==> config.mk <==
export PLATFORM = sky130hd
export DESIGN_NAME = decode_stage
export DESIGN_NICKNAME = d
export VERILOG_FILES = /design/src/rtl/rv32_pkg.sv /design/src/rtl/decode_stage_imm_gen.sv /design/src/rtl/decode_stage.sv
export SDC_FILE = /design/constraint.sdc
export NUM_CORES = 1
export LEC_CHECK = 0
export ABC_CLOCK_PERIOD_IN_PS = 3100
export CORE_AREA = 4 4 116 173
export CTS_BUF_LIST = sky130_fd_sc_hd__clkbuf_16
export CTS_CLUSTER_DIAMETER = 80
export CTS_CLUSTER_SIZE = 10
export DETAILED_ROUTE_END_ITERATION = 8
export DIE_AREA = 0 0 120 177
export HOLD_SLACK_MARGIN = 0.05
export PLACE_DENSITY = 0.6
export SYNTH_ARGS = -nofsm -noshare
export SYNTH_HDL_FRONTEND = slang
export SYNTH_HIERARCHICAL = 1
export SYNTH_SLANG_ARGS = --single-unit
==> constraint.sdc <==
create_clock -name clk -period 3.1 [get_ports clk]
set_input_delay 0.93 -clock clk [delete_from_list [all_inputs] [get_ports clk]]
set_output_delay 0.93 -clock clk [all_outputs]
set_load 0.01 [all_outputs]
==> src/rtl/rv32_pkg.sv <==
// Shared RV32 decode types: opcode/funct3 aliases, instruction format class
// and the opcode constants recognised by the decode stage.
package rv32_pkg;

  typedef logic [6:0] opcode_t;
  typedef logic [2:0] funct3_t;

  typedef enum logic [2:0] {
    FMT_R = 3'd0,
    FMT_I = 3'd1,
    FMT_S = 3'd2,
    FMT_B = 3'd3,
    FMT_U = 3'd4,
    FMT_J = 3'd5
  } fmt_t;

  localparam opcode_t OPC_LOAD     = 7'b0000011;
  localparam opcode_t OPC_MISC_MEM = 7'b0001111;
  localparam opcode_t OPC_OP_IMM   = 7'b0010011;
  localparam opcode_t OPC_AUIPC    = 7'b0010111;
  localparam opcode_t OPC_STORE    = 7'b0100011;
  localparam opcode_t OPC_OP       = 7'b0110011;
  localparam opcode_t OPC_LUI      = 7'b0110111;
  localparam opcode_t OPC_BRANCH   = 7'b1100011;
  localparam opcode_t OPC_JALR     = 7'b1100111;
  localparam opcode_t OPC_JAL      = 7'b1101111;
  localparam opcode_t OPC_SYSTEM   = 7'b1110011;
  localparam opcode_t OPC_OP_P     = 7'b1110111;

endpackage

==> src/rtl/decode_stage_imm_gen.sv <==
// Combinational format classifier and immediate generator for one RV32 word.
// Define RV32P_EN to accept the packed-SIMD OP-P opcode as an R-format instruction.
module imm_gen
  import rv32_pkg::*;
(
  input  logic [31:0] inst,
  output fmt_t        fmt,
  output logic [31:0] imm,
  output logic        illegal
);

  always_comb begin
    fmt     = FMT_R;
    illegal = 1'b0;
    case (opcode_t'(inst[6:0]))
      OPC_OP:                                                fmt = FMT_R;
      OPC_OP_IMM, OPC_LOAD, OPC_JALR, OPC_MISC_MEM, OPC_SYSTEM: fmt = FMT_I;
      OPC_STORE:                                             fmt = FMT_S;
      OPC_BRANCH:                                            fmt = FMT_B;
      OPC_LUI, OPC_AUIPC:                                    fmt = FMT_U;
      OPC_JAL:                                               fmt = FMT_J;
`ifdef RV32P_EN
      OPC_OP_P:                                              fmt = FMT_R;
`endif
      // Any encoding with inst[1:0] != 2'b11 also lands here, since it cannot match.
      default:                                               illegal = 1'b1;
    endcase
  end

  always_comb begin
    imm = 32'd0;
    case (fmt)
      FMT_I: imm = {{20{inst[31]}}, inst[31:20]};
      FMT_S: imm = {{20{inst[31]}}, inst[31:25], inst[11:7]};
      FMT_B: imm = {{19{inst[31]}}, inst[31], inst[7], inst[30:25], inst[11:8], 1'b0};
      FMT_U: imm = {inst[31:12], 12'd0};
      FMT_J: imm = {{11{inst[31]}}, inst[31], inst[19:12], inst[20], inst[30:21], 1'b0};
      default: imm = 32'd0;
    endcase
  end

endmodule

==> src/rtl/decode_stage.sv <==
// Buffered RV32 decode stage: DEPTH-entry {inst, pc} FIFO with flush, decoding
// the head entry combinationally. RV32P_EN (see imm_gen) enables the OP-P opcode.
module decode_stage
  import rv32_pkg::*;
#(
  parameter int DEPTH = 2,
  parameter int XLEN  = 32
) (
  input  logic            clk,
  input  logic            rst_n,
  input  logic            flush,
  input  logic            in_valid,
  output logic            in_ready,
  input  logic [31:0]     in_inst,
  input  logic [XLEN-1:0] in_pc,
  output logic            out_valid,
  input  logic            out_ready,
  output logic [XLEN-1:0] out_pc,
  output opcode_t         out_opcode,
  output logic [4:0]      out_rd,
  output funct3_t         out_funct3,
  output logic [4:0]      out_rs1,
  output logic [4:0]      out_rs2,
  output logic [6:0]      out_funct7,
  output fmt_t            out_fmt,
  output logic [31:0]     out_imm,
  output logic            out_illegal
);

  localparam int PTR_W = (DEPTH > 1) ? $clog2(DEPTH) : 1;
  localparam int CNT_W = $clog2(DEPTH + 1);

  logic [31:0]     inst_mem [DEPTH];
  logic [XLEN-1:0] pc_mem   [DEPTH];
  logic [PTR_W-1:0] wr_ptr, rd_ptr;
  logic [CNT_W-1:0] count;
  logic             push, pop;
  logic [31:0]      head_inst;

  // in_ready comes straight from the count register, so a full FIFO refuses a
  // push even when the head is popped in the same cycle.
  assign in_ready  = (count < CNT_W'(DEPTH));
  assign out_valid = (count != '0);
  assign push      = in_valid && in_ready;
  assign pop       = out_valid && out_ready;

  function automatic logic [PTR_W-1:0] ptr_next(input logic [PTR_W-1:0] p);
    return (p == PTR_W'(DEPTH - 1)) ? '0 : p + PTR_W'(1);
  endfunction

  always_ff @(posedge clk or negedge rst_n) begin
    if (!rst_n) begin
      for (int i = 0; i < DEPTH; i++) begin
        inst_mem[i] <= '0;
        pc_mem[i]   <= '0;
      end
    end else if (push && !flush) begin
      inst_mem[wr_ptr] <= in_inst;
      pc_mem[wr_ptr]   <= in_pc;
    end
  end

  always_ff @(posedge clk or negedge rst_n) begin
    if (!rst_n) begin
      wr_ptr <= '0;
      rd_ptr <= '0;
      count  <= '0;
    end else if (flush) begin
      wr_ptr <= '0;
      rd_ptr <= '0;
      count  <= '0;
    end else begin
      if (push) wr_ptr <= ptr_next(wr_ptr);
      if (pop)  rd_ptr <= ptr_next(rd_ptr);
      if (push && !pop)      count <= count + CNT_W'(1);
      else if (pop && !push) count <= count - CNT_W'(1);
    end
  end

  assign head_inst  = inst_mem[rd_ptr];
  assign out_pc     = pc_mem[rd_ptr];
  assign out_opcode = head_inst[6:0];
  assign out_rd     = head_inst[11:7];
  assign out_funct3 = head_inst[14:12];
  assign out_rs1    = head_inst[19:15];
  assign out_rs2    = head_inst[24:20];
  assign out_funct7 = head_inst[31:25];

  imm_gen u_imm_gen (
    .inst    (head_inst),
    .fmt     (out_fmt),
    .imm     (out_imm),
    .illegal (out_illegal)
  );

endmodule
After elaboration in Yosys (flattened, before gate mapping)
Cells that the tools add are included.
{"block": "classes", "add_sub_neg": 4, "eq_ne": 16, "reduce_logical": 16, "magnitude_cmp": 4, "n_bitwise": 2, "muxes": 22}
{"op": "two-way mux 32 bit", "n": 7}
{"op": "one-hot mux 32 bit (5 select lines)", "n": 1}
{"op": "bitwise mux 64 bit", "n": 2}
{"op": "demux 32 bit (select 1 bit)", "n": 1}
{"op": "== test 7 bit, second input constant", "n": 4}
{"op": "== test 7 x 6 -> 1 bit, second input constant", "n": 3}
{"op": "one-hot mux 3 bit (5 select lines)", "n": 1}
{"op": "== test 7 x 5 -> 1 bit, second input constant", "n": 2}
{"op": "OR reduction 11 bit", "n": 1}
{"op": "== test 7 x 2 -> 1 bit, second input constant", "n": 1}
{"op": "== test 7 x 4 -> 1 bit, second input constant", "n": 1}
{"op": "two-way mux 1 bit", "n": 7}
{"op": "== test 3 x 2 -> 1 bit, second input constant", "n": 2}
{"op": "== test 3 bit, second input constant", "n": 2}
{"op": "logical AND 1 bit", "n": 6}
{"op": "two-way mux 2 bit", "n": 3}
{"op": "nonzero test 2 bit", "n": 3}
{"op": "OR reduction 5 bit", "n": 1}
{"op": ">= comparator 2 bit, second input constant", "n": 2}
{"op": "inverter 1 -> 2 bit", "n": 2}
{"op": "== test 3 x 1 -> 1 bit, second input constant", "n": 1}
{"op": "zero test 1 bit", "n": 3}
{"op": "nonzero test 3 bit", "n": 1}
{"op": "adder 1 bit, second input constant", "n": 2}
{"op": "5 further kinds", "n": 5}
{"block": "totals", "output_inout_bits": 102, "inputBits": 69, "ff_bits": 132}

Depth between registers and ports, before layout
{"block": "depth", "ltp_word": 9, "mapped_depth": 9}

Hierarchy
The synthesis kept the hierarchy.
{"module": "decode_stage", "area_per_inst_um2": 5741.8, "seq_area_each_um2": 3303.2, "n_inst": 1, "cells_each": 362}
{"module": "imm_gen", "area_per_inst_um2": 635.6, "seq_area_each_um2": 0.0, "n_inst": 1, "cells_each": 91}

Worst setup path after synthesis
No wires, ideal clock.
{"block": "synth_path", "path_type": "reg-to-output", "startpoint": "reg rd_ptr", "endpoint": "out out_imm[20]", "n_path_buf": 3, "arrival_time_ns": 2.318, "slack_ns": -0.148, "path_stages_with_launch": 9, "path_cell_list": "dfrtp_1 clkbuf_1 buf_2 mux2_2 or2_1 a211o_1 a31oi_4 buf_6 a21o_1"}
{"block": "synth_between", "elab_chain_cells": 9, "word_cells_on_any_way": 23, "cone_classes": "15 x eq/ne; 5 x mux; 1 x bitwise; 2 x reduce/logical"}
{"item": "from (decl)", "line_no": "decode_stage.sv:35", "source": "logic [PTR_W-1:0] wr_ptr, rd_ptr;"}
{"item": "from (signal assigned)", "line_no": "decode_stage.sv:74", "source": "if (pop) rd_ptr <= ptr_next(rd_ptr);"}
{"item": "inverter 1 -> 2 bit (not written as such) *", "line_no": "decode_stage.sv:80", "source": "assign head_inst = inst_mem[rd_ptr];"}
{"item": "two-way mux 32 bit (not written as such) * (3 in a row)", "line_no": "decode_stage.sv:80"}
{"item": "net out_opcode[3]", "line_no": "decode_stage.sv:19", "source": "output opcode_t out_opcode,"}
{"item": "== test 7 x 5 -> 1 bit (tied with other cells)", "line_no": "decode_stage_imm_gen.sv:15", "source": "case (opcode_t'(inst[6:0]))"}
{"item": "OR reduction 5 bit or OR reduction 2 bit (tied branches)"}
{"item": "one-hot mux 3 bit (5 select lines) *", "line_no": "decode_stage_imm_gen.sv:15"}
{"item": "== test 3 bit (tied with other cells)", "line_no": "decode_stage_imm_gen.sv:32", "source": "case (fmt)"}
{"item": "one-hot mux 32 bit (5 select lines) *", "line_no": "decode_stage_imm_gen.sv:32"}
{"item": "to (decl)", "line_no": "decode_stage.sv:26", "source": "output logic [31:0] out_imm,"}
Mark *: on every way through the listed nets, which the timed path passes. The rest lies on a longest branch. The select of a mux whose other input is x is not followed.

Worst setup path after layout
{"block": "layout_path", "startpoint": "reg rd_ptr", "endpoint": "out out_imm[9]"}
{"block": "layout_between", "elab_chain_cells": 9, "word_cells_on_any_way": 23, "cone_classes": "15 x eq/ne; 5 x mux; 1 x bitwise; 2 x reduce/logical"}
{"item": "inverter 1 -> 2 bit (not written as such) *", "line_no": "decode_stage.sv:80"}
{"item": "two-way mux 32 bit (not written as such) * (3 in a row)", "line_no": "decode_stage.sv:80"}
{"item": "== test 7 x 5 -> 1 bit (tied with other cells)", "line_no": "decode_stage_imm_gen.sv:15"}
{"item": "OR reduction 5 bit or OR reduction 2 bit (tied branches)"}
{"item": "one-hot mux 3 bit (5 select lines)", "line_no": "decode_stage_imm_gen.sv:15"}
{"item": "== test 3 bit (tied with other cells)", "line_no": "decode_stage_imm_gen.sv:32"}
{"item": "one-hot mux 32 bit (5 select lines) *", "line_no": "decode_stage_imm_gen.sv:32"}
Mark *: on every way between the ends. The rest lies on a longest branch, timed or not. The select of a mux whose other input is x is not followed.

==> metrics.txt <==
Worst R2R Path Depth=4; first-pass GRT wire length=around 27 mm; IO Port Bufs=170; met3 wire len=between 600 and 700 um; core area=about 0.019 mm2; WL met2=a little over 10 mm; failing checks=setup timing; unrepaired setup endpoints after global routing=true; P per Cell Area=between 600 and 700 mW/mm2; GRT Total Usage=16.6%; unique cell type count in the Yosys netlist=between 40 and 50; htree depth=4; top routing layer used=met4; Hold Path Depth=1; largest net degree at the start of global routing=between 70 and 80; routability congestion estimate=around 0.8; Post-Route WL=17.4 mm; Max Clk Rate=294 MHz; layout cells sized above 1=between 50% and 60%; Via Count=between 4000 and 5000; Post-synth EDFFs=0; Mapped Nets=roughly 520; Slew Viols, Final=0; Area Overhead vs Synth=53.3%; worst hold slack=~0.49 ns; critical path fanouts, max=6; Antenna Nets Post-Route=0; die area=about 0.021 mm2; CTS tree=yes; ys flop type=dfrtp_1; max cap viols=0; critical path data arrival time=2.47 ns; Final Cycle Share=110%; I/O pins=171; drt first pass iters=6; clock skew=just over 0.007 ns; warnings from Yosys=6; clock input transition at the sequential cells of the worst setup and hold paths=0.06 ns; area leader, netlist=dfrtp_1; worst-margin pin slew=0.735 ns; WL met1=between 6 and 7 mm; worst endpoint required time=2.17 ns; leakage=4.44 nW; Seq/Total Area, Yosys=51.8%; Async S/R FF share, synth=100%; vias in the first global route=between 5000 and 6000; Die Span Y=around 180 um; CP Class=reg2out; Area contributors post-synth=dfrtp_1, mux2_2, a21o_1; Site Rows=61; post-DR vias/cell=4.80; hold buffers post-CTS=0; initial core utilization=around 34%; worst skew pair latency=0.41 ns; DRC viols=0; Crit. End Element=primary output; post-synth top area share=roughly 52%; Hold Vio Cnt, Final=0; syn avg cell area=about 14 um2; CTS buffer count=17; worst min-delay path category=reg2reg; Synth Register Bits=132; post-synthesis cell area=around 0.0064 mm2; clk sinks=between 100 and 150; Setup WS post-layout=-0.299 ns; status=complete, but fails checks; min cycle time layout=between 3 and 4 ns; VDD IR max=0.371 mV; DP Wirelength=12.3 mm; Post-Layout Cell Count=between 900 and 1000; Final setup viols=34; Diodes inserted=0; CP Launch Type=flip-flop; Routed WL per cell=about 18 um; GRT Residual Overflow=0; root buf cell=clkbuf_16; Final nets=765; initial DRC count=roughly 140; initial antenna violation count=0; die width=120 um; worst relative slew slack=51.0%; placed cells=between 800 and 900; Syn Inst Count=453; Clock Path Buffers=2
==> synthesized netlist by cell type (3+ instances only) <==
cell type	n
mux2_2	188
dfrtp_1	132
a21o_1	20
nand2_1	10
a21oi_1	9
buf_2	8
buf_6	8
and2_1	7
buf_4	6
nor2_1	6
mux2_1	5
a22o_1	4
nor2b_1	4
clkbuf_1	3
nand3_1	3
==> layout make-up <==
type                    count  area, um2
clock buffers              17        425
clock inverters            15        140
fillers                  1627       8770
inverters                   2       7.51
multi-input cells         294       3110
flip-flops and latches    132       3300
well taps                 252        315
repair buffers            249       2470
==> kinds of logic (layout without fill, tap and decap cells) <==
group	count (synthesis)	in the layout	share of synthesized area, %
mux	193	193	34.1
simple gates	48	48	4.71
xor+xnor	3	3	0.412
flops	132	132	51.8
buf+inv	27	283	3.04
compound gates	50	50	5.96
==> per-stage QoR <==
stage / instance area [um2] / power, mW / setup TNS, ns / utilization, % / worst slack, ns
2_1_floorplan: 6380 / 3.57 / 0 / - / 0.0260
3_3_place_gp: 8650 / 4.61 / -5.70 / 46.6 / -0.224
3_5_place_dp: 8650 / 4.69 / -6.13 / 46.6 / -0.262
4_1_cts: 9580 / 6.73 / -8.38 / 51.6 / -0.389
5_1_grt: 9780 / 7.08 / -10.69 / 52.7 / -0.400
6_report: 9780 / 6.71 / -7.43 / 52.7 / -0.299
==> power breakdown <==
group	internal (mW)	total, mW	leakage (nW)	switching [mW]
Sequential	2.20	2.43	1.57	0.231
Combinational	1.39	2.38	2.59	0.982
Clock	1.17	1.90	0.277	0.728
==> timing repair <==
item / in CTS / in global routing
buffers inserted: 19 / 8
pin swaps: 19 / 10
gates cloned: 5 / 0
gates resized for setup: 259 / 56
endpoints found under the setup margin: 76 / 73
==> metal layers <==
layer / vias to the layer above / global-route usage [%]
met3: 13 / 3.65
met5: - / 0
met2: 107 / 32.2
li1: 2131 / -
met1: 2363 / 17.5
met4: 0 / 5.59
==> critical path: stages, from the launching register on <==
cell and delay, ns:
dfrtp_2 0.45, mux2_4 0.33, or2_4 0.26, a211o_4 0.36, a31oi_4 0.20, buf_6 0.14
buf_6 0.10, and2_1 0.10, buf_2 0.12
==> path summary, 6_finish.rpt <==
check                                start           end  slack (ns)
worst max-delay path                rd_ptr    out_imm[9]       -0.30
worst min-delay path            pc_mem[39]    pc_mem[39]        0.49
worst max register to register    count[1]  inst_mem[17]        1.32
worst min register to register  pc_mem[39]    pc_mem[39]        0.49
max in group asynchronous            rst_n    pc_mem[35]        1.78
min in group asynchronous            rst_n      count[1]        0.52
==> sequential cells by signal (all words and copies together) (netlist names) <==
register	cells
pc_mem	64
wr_ptr	1
count	2
rd_ptr	1
inst_mem	64
==> cell usage in the layout, fill, tap and decap left out, types with 3 or more instances in the layout <==
cell,instances
dfrtp_1,131
dlymetal6s2s_1,12
buf_4,48
mux2_4,8
a22o_1,4
clkdlybuf4s15_1,23
nor3b_2,3
a31oi_4,3
clkbuf_16,17
nor2_4,3
a21o_1,20
dlygate4sd2_1,16
buf_12,11
buf_6,26
inv_1,3
a21oi_1,7
and2_4,6
nand2_1,6
buf_16,3
clkdlybuf4s50_1,81
mux2_1,5
clkinv_1,3
mux2_2,180
buf_2,26
clkinv_2,3
Power figures use the tool's default switching activity.
